==> config.mk <==
export PLATFORM = sky130hd
export DESIGN_NAME = neq_tally_flat
export DESIGN_NICKNAME = d
export VERILOG_FILES = /design/src/rtl/neq_tally_if.sv /design/src/rtl/neq_tally.sv /design/src/flat_wrapper.sv
export SDC_FILE = /design/constraint.sdc
export NUM_CORES = 1
export LEC_CHECK = 0
export CORE_AREA = 2 2 64 66
export DETAILED_ROUTE_END_ITERATION = 16
export DIE_AREA = 0 0 66 68
export GPL_TIMING_DRIVEN = 0
export MAX_ROUTING_LAYER = met4
export PLACE_DENSITY = 0.73
export SYNTH_ARGS = -nofsm -noshare
export SYNTH_HDL_FRONTEND = slang
export SYNTH_SLANG_ARGS = --single-unit
==> constraint.sdc <==
create_clock -name clk -period 1.9 [get_ports clk]
set_input_delay 0.19 -clock clk [delete_from_list [all_inputs] [get_ports clk]]
set_output_delay 0.19 -clock clk [all_outputs]
set_load 0.01 [all_outputs]
==> src/rtl/neq_tally_if.sv <==
// dti valid/ready stream interface carrying a W-bit data word.
interface dti #(
    parameter int W = 1
);
    logic         valid;
    logic         ready;
    logic [W-1:0] data;

    modport master   (output valid, output data, input ready);
    modport slave    (input valid, input data, output ready);
    // producer/consumer are the stream-role names neighbouring blocks connect with
    modport producer (output valid, output data, input ready);
    modport consumer (input valid, input data, output ready);
endinterface

==> src/rtl/neq_tally.sv <==
// Counts 1-flags per eot-delimited transaction of a dti flag stream, one registered result per transaction.
// Optional NEQ_TALLY_TOTAL_EN adds a per-transaction element count: dout.data = {tot_out, ones_out}.
module neq_tally #(
    parameter int CNT_W = 16
) (
    input  logic clk,
    input  logic rst,
    dti.consumer din,
    dti.producer dout
);
    typedef enum logic {
        IDLE_EMPTY = 1'b0,
        HOLD       = 1'b1
    } state_t;

    localparam logic [CNT_W-1:0] CNT_MAX = '1;

    state_t           state;
    state_t           state_next;
    logic             out_valid;
    logic             hs_in;
    logic             hs_out;
    logic             flag;
    logic             eot;
    logic             close;
    logic [CNT_W-1:0] acc;
    logic [CNT_W-1:0] acc_inc;
    logic [CNT_W-1:0] ones_out;

    function automatic logic [CNT_W-1:0] sat_add(input logic [CNT_W-1:0] a, input logic f);
        return (f && (a != CNT_MAX)) ? a + CNT_W'(1) : a;
    endfunction

    assign flag      = din.data[0];
    assign eot       = din.data[1];
    assign out_valid = (state == HOLD);
    // Stall input whenever the result register is full and not draining this cycle
    assign din.ready = ~out_valid | dout.ready;
    assign hs_in     = din.valid & din.ready;
    assign hs_out    = out_valid & dout.ready;
    assign close     = hs_in & eot;
    assign acc_inc   = sat_add(acc, flag);

    always_comb begin
        state_next = state;
        case (state)
            IDLE_EMPTY: if (close) state_next = HOLD;
            HOLD:       if (hs_out && !close) state_next = IDLE_EMPTY;
            default:    state_next = IDLE_EMPTY;
        endcase
    end

    always_ff @(posedge clk) begin
        if (!rst) state <= IDLE_EMPTY;
        else      state <= state_next;
    end

    always_ff @(posedge clk) begin
        if (!rst) begin
            acc      <= '0;
            ones_out <= '0;
        end else if (hs_in) begin
            if (eot) begin
                ones_out <= acc_inc;
                acc      <= '0;
            end else begin
                acc <= acc_inc;
            end
        end
    end

`ifdef NEQ_TALLY_TOTAL_EN
    logic [CNT_W-1:0] tot;
    logic [CNT_W-1:0] tot_inc;
    logic [CNT_W-1:0] tot_out;

    assign tot_inc = sat_add(tot, 1'b1);

    always_ff @(posedge clk) begin
        if (!rst) begin
            tot     <= '0;
            tot_out <= '0;
        end else if (hs_in) begin
            if (eot) begin
                tot_out <= tot_inc;
                tot     <= '0;
            end else begin
                tot <= tot_inc;
            end
        end
    end

    assign dout.data = {tot_out, ones_out};
`else
    assign dout.data = ones_out;
`endif

    assign dout.valid = out_valid;
endmodule

==> src/flat_wrapper.sv <==
// flat-port wrapper written by rule: the top's interface ports become plain ports
module neq_tally_flat 
#(
    parameter int CNT_W = 16
)
  (clk, rst, din_valid, din_data, din_ready, dout_valid, dout_data, dout_ready);
  dti #(.W(2)) din_i ();
  dti #(.W((CNT_W))) dout_i ();
  input  logic clk;
  input  logic rst;
  input wire logic [$bits(din_i.valid)-1:0] din_valid;
  input wire logic [$bits(din_i.data)-1:0] din_data;
  output wire logic [$bits(din_i.ready)-1:0] din_ready;
  output wire logic [$bits(dout_i.valid)-1:0] dout_valid;
  output wire logic [$bits(dout_i.data)-1:0] dout_data;
  input wire logic [$bits(dout_i.ready)-1:0] dout_ready;
  assign din_i.valid = din_valid;
  assign din_i.data = din_data;
  assign din_ready = din_i.ready;
  assign dout_valid = dout_i.valid;
  assign dout_data = dout_i.data;
  assign dout_i.ready = dout_ready;
  neq_tally #(.CNT_W(CNT_W)) u_core (.clk(clk), .rst(rst), .din(din_i), .dout(dout_i));
endmodule
# [Word level (Yosys, flattened, before mapping)]
# Cells that the tools add are included.
[word_totals] reg_bits=33 input_bits=6 out_inout_bits=18 word_cells=19
[classes] add_sub_neg=1 eq_ne=1 muxes=5 bitwise_logic=5 n_reduce_logical=4
[ops] operator="2-to-1 mux 16 bit" count=2
[ops] operator="adder 16 x 1 -> 16 bit, second input constant" count=1
[ops] operator="inequality test 16 bit, second input constant" count=1
[ops] operator="bitwise AND 1 bit" count=3
[ops] operator="logical AND 1 bit" count=2
[ops] operator="2-to-1 mux 1 bit" count=2
[ops] operator="one-hot mux 1 bit (2 select lines)" count=1
[ops] operator="AND reduction 2 bit" count=1
[ops] operator="zero test 1 bit" count=1
[ops] operator="NOT 1 bit" count=1
[ops] operator="bitwise OR 1 bit" count=1

# [Longest topological paths before layout]
[depth] ltp_word=8 mapped_depth=7 mapped_depth_nobuf=5

# [Worst setup path before layout]
# OpenSTA, ideal clock, no wires.
[synth_timing] path_type="reg2reg" from="register u_core.acc[0]" to="register u_core.acc[7]" setup_time_ns=0.103 t_arrival_ns=1.755 t_required_ns=1.797 slack_ns=0.041 path_stages_with_launch=7 n_path_buf=1 period_less_slack_ns=1.859 path_cell_list="dfxtp_1 -> ha_1 -> nand4_1 -> nor3_2 -> buf_4 -> nor3_1 -> a2111oi_2"
[synth_via] elab_chain_cells=4 word_cells_on_any_way=5 classes_between="add/sub: 1; eq/ne: 1; mux: 2; reduce/logical: 1"
[synth_lines] element="start, declared" line="neq_tally.sv:26" text="logic [CNT_W-1:0] acc;"
[synth_lines] element="start signal, assigned" line="neq_tally.sv:67" text="acc <= acc_inc;"
[synth_lines] element="branches (longest 2 deep; another with adder 16 x 1 -> 16 bit)"
[synth_lines] element="2-to-1 mux 16 bit *" line="neq_tally.sv:31" text="return (f && (a != CNT_MAX)) ? a + CNT_W'(1) : a;"
[synth_lines] element="2-to-1 mux 16 bit *" line="neq_tally.sv:63" text="if (eot) begin"
# Every way passes the cells marked *.
# A chain may end at the register's enable or synchronous reset.

# [Final worst setup path]
[layout_timing] from="register u_core.acc[8]" to="register u_core.acc[15]"
# Same word-level chain as after synthesis.

==> flow_metrics.tcl <==
set metrics [dict create \
    outcome "completed" \
    setup_viol 0 \
    ys.flop_type "dfxtp_1" \
    vias 1841 \
    cp.required_ns 2.11 \
    wirelength_mm 5.48 \
    critPathLaunchType "register" \
    ys_warn_count 0 \
    h-tree-depth 2 \
    critPathKind "register to register" \
    cp-end-kind "register" \
    numCtsBuffers 5 \
    core_area_um2 3860 \
    seq_area_frac_synth 0.368 \
    fin_nets 260 \
    async_flop_share 0 \
    grt_use_total 0.263 \
    final_common_cell "dfxtp_1" \
    syn_inst 221 \
    clock-root-buffer "clkbuf_8" \
    synth_xor_area_frac 0.00487 \
    avgViaCountPerCell 6.06 \
    start_util 0.466 \
    period_needed_ns 1.83 \
    drtPass1Iterations 4 \
    post-place-ws_ns -0.568 \
    synth_cell_type_count 46 \
    hold_viol 0 \
    hpwl_mm 3.71 \
    synth_top_family_by_area "simple AND/OR/NAND/NOR gates" \
    pin_count 24 \
    drc 0 \
    gp_congestion 0.945 \
    area_delta_synth_final_pct 31.1 \
    instances_no_fill 304 \
    drive_gt1_frac 0.181 \
    routedWlPerCell_um 18.0 \
    cts_sinks 33 \
    synth_edf_count 0 \
    ant_nets 0 \
    hold_path.class "primary input to register" \
    holdBufCountCts 0 \
    first_global_vias 1684 \
    max-cap-violations 0 \
    cp_max_fo 10 \
    cts_tree "yes" \
    diodes 0 \
    synth_compound_area_frac 0.278 \
    irDropWorstVdd_mv 0.343 \
    ys_ff_latch 33 \
    fmax_mhz 545 \
    rsz0062_at_grt "false" \
    syn_area_per_cell_um2 8.13 \
    grt_pass1_wl_mm 8.49 \
    syn_nets 228 \
    leakage_nw 0.782 \
    post-route-period-util 0.965 \
    drv_slew 0 \
    power.density_nw_per_um2 666 \
    io_buffers 22 \
    dp.cells 293 \
    clock_latency_ns 0.28 \
    final_cell_mix "dfxtp_1, nand2_1, clkdlybuf4s50_1, o21ai_0, a31oi_1" \
    dieArea_um2 4490 \
    dr.first_iter.drc_count 91 \
    synthMuxAreaShare 0.0111 \
    relSlewSlack 0.628 \
    setup_slack_ns 0.0663 \
    grt_max_degree 11 \
    grt_antenna_before_repair 0 \
    cts.clk_slew.worst_paths_ns 0.07 \
    synthAdderAreaFrac 0.00696 \
    crit_arrival_ns 2.04 \
    dieHeight_um 68 \
    synth_area_um2 1800 \
    finalClockSkew_ns 0.00243 \
    fillers 356 \
    grt_overflow 0 \
    worst_pin_slew_ns 0.558 \
    synth-simple-area-share 0.283 \
    die_w_um 66 \
    rows 23 \
    cts_buffer_depth 2 \
]
what timing repair did:
item / 4_1_cts / 5_1_grt
gates resized for setup: 9 / 29
setup buffers: 3 / 2
hold endpoints to repair: 0 / 0
pin swaps: 3 / 2
setup endpoints to repair: 29 / 28
per-stage QoR:
stage | hold WS [ns] | power, W | area (µm²) | utilization | setup TNS, ns
finish | 0.305 | 0.00157 | 2350 | 0.611 | 0
global placement | 0.454 | 0.000893 | 2080 | 0.539 | -9.85
detailed placement | 0.456 | 0.000895 | 2080 | 0.539 | -9.87
CTS | 0.304 | 0.00157 | 2240 | 0.581 | -0.179
global route | 0.343 | 0.00162 | 2350 | 0.611 | 0
floorplan | 0.401 | 0.000814 | 1800 | - | 0
synthesized netlist by cell type (2+ instances only):
master	count	area share
o21a_1	2	0.0084
a21oi_1	10	0.028
or2_2	2	0.0070
or4_1	9	0.038
buf_2	3	0.0084
a211oi_1	3	0.013
nand2_1	21	0.044
nor2_1	11	0.023
o21ai_0	20	0.056
mux2i_1	2	0.011
nor4_1	3	0.010
clkbuf_1	12	0.025
nand3_1	9	0.025
nor3_1	4	0.011
o211ai_1	8	0.033
and2_1	2	0.0070
or3_1	8	0.028
and3_1	5	0.017
and4_1	4	0.019
inv_1	4	0.0084
nand4_1	6	0.021
dfxtp_1	33	0.37
o41ai_2	2	0.018
a311oi_1	3	0.015
a31oi_1	14	0.049
logic make-up (layout without fill, tap and decap cells):
logic type / after synthesis / in the layout
simple gates: 90 / 90
xor+xnor: 1 / 1
flops: 33 / 33
compound gates: 73 / 73
mux: 2 / 2
buf+inv: 21 / 54
fa+ha+maj: 1 / 1
cell type report:
| type | instances | area (µm²) | area share |
|---|---|---|---|
| sequential | 33 | 678 | 0.288 |
| clock buffer | 7 | 86.3 | 0.0367 |
| multi-input combinational | 167 | 1140 | 0.486 |
| clock inverter | 1 | 30.0 | 0.0128 |
| inverter | 5 | 18.8 | 0.00797 |
| buffer | 14 | 70.1 | 0.0298 |
| timing repair buffer | 27 | 264 | 0.112 |
| tap | 50 | 62.6 | 0.0266 |
where the power goes:
| part | internal [W] | switching [W] |
|---|---|---|
| logic | 0.0000695 | 0.0000928 |
| clock network | 0.000428 | 0.000259 |
| registers | 0.000709 | 0.0000109 |
| total | 0.00121 | 0.000362 |
final timing paths:
| kind | startpoint | to | slack (ns) | depth (start not counted) |
|---|---|---|---|---|
| setup / recovery | u_core.acc[8] | u_core.acc[15] | 0.07 | 5 |
| hold / removal | rst | u_core.acc[0] | 0.31 | 3 |
| setup reg to reg | u_core.acc[8] | u_core.acc[15] | 0.07 | 5 |
| hold reg to reg | u_core.dout.data[2] | u_core.dout.data[2] | 0.47 | 2 |
critical path, stage by stage, from the launching register on:
cell,delay [ns]
dfxtp_2,0.40
nand4_1,0.15
buf_4,0.23
a211o_4,0.35
or4_1,0.47
a31oi_1,0.16
flip-flops by register name, summed over array words and instances (netlist names):
register	count
u_core.acc	16
u_core.dout.data	16
u_core.dout.valid	1
metal layers:
metal | GRT usage | vias to the layer above | part of all wire | wire length, µm
li1 | - | 924 | - | -
met1 | 0.341 | 854 | 0.46 | 2530
met2 | 0.423 | 58 | 0.48 | 2610
met3 | 0.0345 | 5 | 0.054 | 295
met4 | 0.0944 | 0 | 0.0088 | 48
met5 | - | - | 0 | 0
Power figures use the tool's default switching activity.
